File: src/rtl/cardinal_pkg.sv
// Shared constants for the cardinal mesh NIC: register map, header bit
// positions and default widths.
package cardinal_pkg;

    localparam int unsigned DATA_W_DEFAULT = 64;
    localparam int unsigned ADDR_W_DEFAULT = 2;

    // Processor register map
    localparam logic [1:0] ADDR_IN_BUF   = 2'b00;
    localparam logic [1:0] ADDR_IN_STAT  = 2'b01;
    localparam logic [1:0] ADDR_OUT_BUF  = 2'b10;
    localparam logic [1:0] ADDR_OUT_STAT = 2'b11;

    // Packet header bit positions (64-bit layout)
    localparam int unsigned VC_BIT    = 63;
    localparam int unsigned DX_BIT    = 62;
    localparam int unsigned DY_BIT    = 61;
    localparam int unsigned HX_MSB    = 55;
    localparam int unsigned HX_LSB    = 52;
    localparam int unsigned HY_MSB    = 51;
    localparam int unsigned HY_LSB    = 48;
    localparam int unsigned SRCX_MSB  = 47;
    localparam int unsigned SRCX_LSB  = 40;
    localparam int unsigned SRCY_MSB  = 39;
    localparam int unsigned SRCY_LSB  = 32;

endpackage

File: src/rtl/nic_chan_buf.sv
// Single-entry channel buffer: data register plus full flag.
// Ports: clk, reset (async active-low), i_load (capture i_data, set full),
//        i_clear (drop full), i_data, o_data, o_full.
// A load takes priority over a clear so a packet arriving into an empty
// buffer is never lost.
module nic_chan_buf #(
    parameter int unsigned W = 64
) (
    input  logic         clk,
    input  logic         reset,
    input  logic         i_load,
    input  logic         i_clear,
    input  logic [W-1:0] i_data,
    output logic [W-1:0] o_data,
    output logic         o_full
);

    logic [W-1:0] r_data;
    logic         r_full;

    always_ff @(posedge clk or negedge reset) begin
        if (!reset) begin
            r_data <= '0;
            r_full <= 1'b0;
        end else if (i_load) begin
            r_data <= i_data;
            r_full <= 1'b1;
        end else if (i_clear) begin
            r_full <= 1'b0;
        end
    end

    assign o_data = r_data;
    assign o_full = r_full;

endmodule

File: src/rtl/cardinal_nic.sv
// Network interface between a processing element and its router local port.
// Ports: clk, reset (async active-low);
//   processor side: addr, d_in, d_out (registered), nicEn, nicWrEn;
//   network side:   net_si/net_ri/net_di (ejection), net_so/net_ro/net_do
//                   (injection), net_polarity (router VC phase).
module cardinal_nic
    import cardinal_pkg::*;
#(
    parameter int unsigned DATA_W = DATA_W_DEFAULT,
    parameter int unsigned ADDR_W = ADDR_W_DEFAULT
) (
    input  logic              clk,
    input  logic              reset,
    input  logic [ADDR_W-1:0] addr,
    input  logic [DATA_W-1:0] d_in,
    output logic [DATA_W-1:0] d_out,
    input  logic              nicEn,
    input  logic              nicWrEn,
    input  logic              net_si,
    output logic              net_ri,
    input  logic [DATA_W-1:0] net_di,
    output logic              net_so,
    input  logic              net_ro,
    output logic [DATA_W-1:0] net_do,
    input  logic              net_polarity
);

    logic              w_rd;
    logic              w_wr;
    logic              w_out_wr;
    logic              w_out_load;
    logic              w_in_load;
    logic              w_in_rd;
    logic              w_stat_rd;
    logic              w_ovf_set;
    logic              w_send;
    logic              w_in_full;
    logic              w_out_full;
    logic [DATA_W-1:0] w_in_buf;
    logic [DATA_W-1:0] w_out_buf;
    logic [DATA_W-1:0] w_rd_data;
    logic              r_ovf;
    logic [DATA_W-1:0] r_d_out;

    // Access decode
    assign w_rd      = nicEn & ~nicWrEn;
    assign w_wr      = nicEn & nicWrEn;
    assign w_out_wr  = w_wr & (addr == ADDR_W'(ADDR_OUT_BUF));
    assign w_in_rd   = w_rd & (addr == ADDR_W'(ADDR_IN_BUF));
    assign w_stat_rd = w_rd & (addr == ADDR_W'(ADDR_IN_STAT));

    // Injection only when the packet's VC matches the router's current phase
    assign w_send     = w_out_full & net_ro & (w_out_buf[VC_BIT] == net_polarity);
    // A write racing a send still sees the buffer as full and is dropped
    assign w_out_load = w_out_wr & ~w_out_full;
    assign w_in_load  = net_si & ~w_in_full;
    assign w_ovf_set  = (w_out_wr & w_out_full) | (net_si & w_in_full);

    nic_chan_buf #(.W(DATA_W)) u_in_buf (
        .clk     (clk),
        .reset   (reset),
        .i_load  (w_in_load),
        .i_clear (w_in_rd),
        .i_data  (net_di),
        .o_data  (w_in_buf),
        .o_full  (w_in_full)
    );

    nic_chan_buf #(.W(DATA_W)) u_out_buf (
        .clk     (clk),
        .reset   (reset),
        .i_load  (w_out_load),
        .i_clear (w_send),
        .i_data  (d_in),
        .o_data  (w_out_buf),
        .o_full  (w_out_full)
    );

    // Sticky overflow; a new overflow wins over a same-edge status read
    always_ff @(posedge clk or negedge reset) begin
        if (!reset) begin
            r_ovf <= 1'b0;
        end else if (w_ovf_set) begin
            r_ovf <= 1'b1;
        end else if (w_stat_rd) begin
            r_ovf <= 1'b0;
        end
    end

    // Read data select
    always_comb begin
        w_rd_data = '0;
        case (addr)
            ADDR_W'(ADDR_IN_BUF):   w_rd_data = w_in_buf;
            ADDR_W'(ADDR_IN_STAT):  w_rd_data = DATA_W'({r_ovf, w_in_full});
            ADDR_W'(ADDR_OUT_STAT): w_rd_data = DATA_W'(w_out_full);
            default:                w_rd_data = '0;
        endcase
    end

    // Registered read port, holds between reads
    always_ff @(posedge clk or negedge reset) begin
        if (!reset) begin
            r_d_out <= '0;
        end else if (w_rd) begin
            r_d_out <= w_rd_data;
        end
    end

    assign d_out  = r_d_out;
    assign net_ri = ~w_in_full;
    assign net_so = w_send;
    assign net_do = w_out_buf;

endmodule

File: config.mk
export PLATFORM = sky130hd
export DESIGN_NAME = cardinal_nic
export DESIGN_NICKNAME = d
export VERILOG_FILES = /design/src/rtl/cardinal_pkg.sv /design/src/rtl/nic_chan_buf.sv /design/src/rtl/cardinal_nic.sv
export SDC_FILE = /design/constraint.sdc
export NUM_CORES = 1
export LEC_CHECK = 0
export ABC_AREA = 1
export BUFFER_PORTS_ARGS = -buffer_cell sky130_fd_sc_hd__buf_2
export CORE_MARGIN = 8
export CORE_UTILIZATION = 40
export DETAILED_ROUTE_END_ITERATION = 10
export PLACE_DENSITY = 0.68
export SLEW_MARGIN = 10
export SYNTH_ARGS = -nofsm -noshare
export SYNTH_HDL_FRONTEND = slang
export SYNTH_SLANG_ARGS = --single-unit
File: constraint.sdc
create_clock -name clk -period 1.91 [get_ports clk]
set_clock_uncertainty 0.1 [all_clocks]
set_input_delay 0.573 -clock clk [delete_from_list [all_inputs] [get_ports clk]]
set_output_delay 0.573 -clock clk [all_outputs]
set_load 0.01 [all_outputs]
# Yosys cells after proc, flatten, opt, wreduce, memory -nomap -nowiden
# Cells that the tools add are included.
op_classes:
  eq_ne: 4
  muxes: 7
  bitwise: 15
  reduce_logical: 4
ops:
  columns: ["cell", "count"]
  rows:
  - ["64-bit one-hot mux with 3 select lines", 1]
  - ["1-bit bitwise AND", 11]
  - ["1-bit 2-to-1 mux", 6]
  - ["2-bit nonzero test", 3]
  - ["2-bit equality test (second input constant)", 2]
  - ["1-bit inverter", 3]
  - ["2-bit by 1-bit equality test with 1-bit output (second input constant)", 1]
  - ["2-bit zero test", 1]
  - ["1-bit equality test", 1]
  - ["1-bit bitwise OR", 1]
word_totals:
  regBits: 195
  inputBits: 137
  out_inout_bits: 130
  elab_cells: 36

# Logic depth before layout (Yosys ltp)
logic_depth:
  word_depth: 5
  depth_mapped: 7
  mapped_depth_nobuf: 6

# By module
# Synthesis repeated with hierarchy kept, for this count alone.
hier_totals:
  hier_cells: 847
  hier_area_um2: 7596.0
by_module_without_submodules:
  columns: ["mod", "n_inst", "cells_each", "area_each_um2", "seq_area_each_um2"]
  rows:
  - ["nic_chan_buf", 2, 275, 2514.9, 1626.6]
  - ["cardinal_nic", 1, 297, 2566.2, 1626.6]

# Worst setup path after synthesis
# No wires, ideal clock.
synth_path:
  path_kind: "input-to-output"
  startpoint: "input port net_polarity"
  endpoint: "output port net_so"
  t_arrival_ns: 0.912
  required_ns: 1.237
  setup_slack_ns: 0.325
  cell_stages: 2
  n_path_buf: 0
  path_cell_list: "xor2_1 > nor2_1"
synth_between:
  elab_chain_cells: 2
synth_lines:
  columns: ["item", "line_no", "text"]
  rows:
  - ["start: declaration", "cardinal_nic.sv:25", "input logic net_polarity"]
  - ["1-bit equality test", "cardinal_nic.sv:53", "assign w_send = w_out_full & net_ro & (w_out_buf[VC_BIT] == net_polarity);"]
  - ["1-bit bitwise AND", "cardinal_nic.sv:53", null]
  - ["end: declaration", "cardinal_nic.sv:22", "output logic net_so,"]
# Every way passes these cells.

# Final worst setup path
layout_path:
  startpoint: "register u_out_buf.r_data[63], in the netlist u_out_buf.o_data[63]"
  endpoint: "output port net_so"
layout_between:
  elab_chain_cells: 2
layout_lines:
  columns: ["item", "line_no", "text"]
  rows:
  - ["start: declaration", "nic_chan_buf.sv:18", "logic [W-1:0] r_data;"]
  - ["start signal: assignment", "nic_chan_buf.sv:26", "r_data <= i_data;"]
  - ["1-bit equality test", "cardinal_nic.sv:53", null]
  - ["1-bit bitwise AND", "cardinal_nic.sv:53", null]
# Every way passes these cells.

==> out/summary.json <==
{
  "floorplanning": {
    "chipHeight_um": 154.1,
    "floorplan.initialDensity_pct": 40.78,
    "io_pins": 267,
    "die_w_um": 154.1,
    "rows": 50,
    "coreArea_um2": 18710,
    "fp.dieArea_um2": 23750
  },
  "timing": {
    "hold_viol_final": 0,
    "timing.final.crit_share_pct": 101.4,
    "rsz0062_at_grt": "true",
    "highest_attainable_clock_frequency_mhz": 516.3,
    "setup_viol": 1,
    "worst_hold_slack_ns": 0.2683,
    "min_period_ns": 1.937,
    "setup_total_negative_slack_ns": -0.02677,
    "slew-limit-headroom_pct": 68.82,
    "worst-slew-pin-transition_ns": 0.4677,
    "final-max-slew-violation-count": 0,
    "final.setup.worst_slack_ns": -0.02677
  },
  "critical_path": {
    "r2r-end": "u_out_buf.o_data[15]",
    "crit_type": "register to output port",
    "worst_ep_required_time_ns": 1.24,
    "worst-endpoint-arrival_ns": 1.26,
    "ff2ff_path_depth": 5,
    "timing.critical_path.to_type": "output port",
    "worst_setup_path_start_kind": "register",
    "worst_path_max_delay_cell": "sky130_fd_sc_hd__dfrtp_1",
    "slack_of_the_worst_reg_to_reg_path_ns": 0.54,
    "crit_start": "u_out_buf.o_data[63]",
    "timing.critical_path.cells": "xor2_1, nor2_1, buf_2",
    "worst_path_largest_cell_delay_ns": 0.41,
    "crit_end": "net_so",
    "r2r_start": "u_out_buf.o_full",
    "worstPathMaxFanout": 2
  },
  "clock_tree": {
    "cts_buf_count": 17,
    "htree_levels": 4,
    "clock_sink_count": 195,
    "clk_transition_reported_paths_ns": 0.07,
    "clock_latency_ns": 0.43,
    "cts_tree": "done",
    "clock_tree.buffer_depth": 2,
    "cts.root.buffer_cell": "sky130_fd_sc_hd__clkbuf_16",
    "post_cts_resize_count": 0
  },
  "synth": {
    "synth_cell_types": 14,
    "postSynthNetCount": 994,
    "synth-seq-area-share_pct": 63.97,
    "syn_area_per_cell_um2": 8.901,
    "netlist_area_um2": 7629,
    "yosys_warnings": 0,
    "synth-seq-cells": 195,
    "netlist_instances": 857
  },
  "placement": {
    "finalWeightedCongestion": 0.8478,
    "hpwlAfterDp_um": 15520,
    "placement.io_buffers": 266,
    "placed_cells": 1328
  },
  "finish": {
    "finalNonFillerCells": 1362,
    "num-fill-cells": 1756,
    "area_occupied_by_multi_input_gates_um2": 2452,
    "drive_gt1_share_pct": 29.28,
    "areaGrowthSynthToFinish_pct": 29.92,
    "fin_nets": 1253,
    "seq_area_um2": 4880
  },
  "pwr": {
    "post-layout-total-power_uw": 14000,
    "p_per_area_nw_per_um2": 1413,
    "leakagePower_uw": 0.005820,
    "worst_ir_drop_vdd_mv": 0.6466
  },
  "detailed_routing": {
    "detail_route.vias_per_cell": 4.859,
    "routed_wirelength_um": 21900,
    "antenna_left": 0,
    "num_vias": 6618,
    "drc": 0,
    "drtIter0Drc": 350,
    "wl_per_cell_um": 16.08,
    "detailedRoute.firstPassIterationCount": 6
  },
  "job": {
    "max_cap_viol_count": 0
  },
  "global_routing": {
    "grt_use_total_pct": 18.48,
    "first_global_vias": 6653,
    "grt_max_degree": 60,
    "grt_antenna_before_repair": 1,
    "first_pass_grt_wire_length_um": 35490,
    "globalRouteOverflowTotal": 0
  },
  "min_path": {
    "min_path_type": "input port to register"
  },
  "status": {
    "failed_checks": "setup timing",
    "status": "finished with violations"
  }
}
## area by class of cell
class | count | share of cell area [%]
Sequential cell | 195 | 49.24
Clock buffer | 20 | 4.608
Timing Repair Buffer | 294 | 16.93
Clock inverter | 10 | 1.237
Multi-Input combinational cell | 601 | 24.74
Inverter | 7 | 0.2651
Tap cell | 234 | 2.954
Antenna cell | 1 | 0.02525
## worst min path at each step
stage | start | end | cells past startpoint
2_1_floorplan | reset | d_out[0] | 0
3_3_place_gp | u_in_buf.o_data[3] | d_out[3] | 2
3_5_place_dp | u_in_buf.o_data[6] | d_out[6] | 2
4_1_cts | net_di[2] | u_in_buf.o_data[2] | 3
5_1_grt | net_di[14] | u_in_buf.o_data[14] | 3
6_report | net_di[2] | u_in_buf.o_data[2] | 3
## critical path, delay by kind of cell (launching register included)
kind                   cells  cell delay, ns
flip-flops                 1            0.41
XOR/XNOR                   1            0.15
buffers and inverters      1            0.15
AND/OR/NAND/NOR            1            0.14
## per-stage QoR
| stage | area (um^2) | setup WS (ns) | utilization [%] |
|---|---|---|---|
| 2_1_floorplan | 7629 | 0.3254 | - |
| 3_3_place_gp | 9304 | 0.1338 | 49.74 |
| 3_5_place_dp | 9304 | 0.1499 | 49.74 |
| 4_1_cts | 9901 | -0.03177 | 52.93 |
| 5_1_grt | 9911 | -0.1143 | 52.98 |
| 6_report | 9911 | -0.02677 | 52.98 |
## sequential cells by signal, indices dropped and copies added, names as in the netlist
name	cells
u_in_buf.o_data	64
u_in_buf.o_full	1
r_ovf	1
u_out_buf.o_data	64
u_out_buf.o_full	1
d_out	64
## power by group
group / switching (uW) / internal (uW)
logic: 2480 / 1530
clock network: 1550 / 2000
registers: 803 / 5630
## cells in the final DEF, fill, tap and decap left out, drive strengths merged
cell type	n
nand3	133
xor2	1
dfrtp	195
bufinv	2
inv	11
nand2	458
buf	292
o21ai	2
dlygate4sd3	1
clkbuf	21
clkinv	1
clkinvlp	3
nor2	7
diode	1
## layer usage
layer  global-route usage [%]  vias up  wire length, um
met4                    4.900        0              280
met2                    28.64      274            10160
met1                    24.29     3127             9590
met3                    6.306       16             1865
met5                        0        -                0
li1                         -     3201                -
## repair_timing
action | in CTS | in global routing
setup endpoints to repair | 1 | 1
hold endpoints to repair | 21 | 0
hold buffers | 1 | 0
pin swaps | 0 | 1
buffers inserted | 1 | 1
## cell usage after synthesis, drive strengths merged
cell type	count	share of area (%)
o21ai	2	0.13
inv	7	0.34
clkbuf	18	0.89
nor2	7	0.48
nand3	133	8.7
nand2	458	23
buf	36	2.8
xor2	1	0.11
dfrtp	195	64
## logic make-up (layout without fill, tap and decap cells)
logic type | Yosys count | after routing | share of synthesized area, %
other cells | 0 | 1 | 0
compound gates | 2 | 2 | 0.1312
simple gates | 598 | 598 | 31.80
flops | 195 | 195 | 63.97
xor+xnor | 1 | 1 | 0.1148
buf+inv | 61 | 331 | 3.986
(Power assumes the default switching activity.)
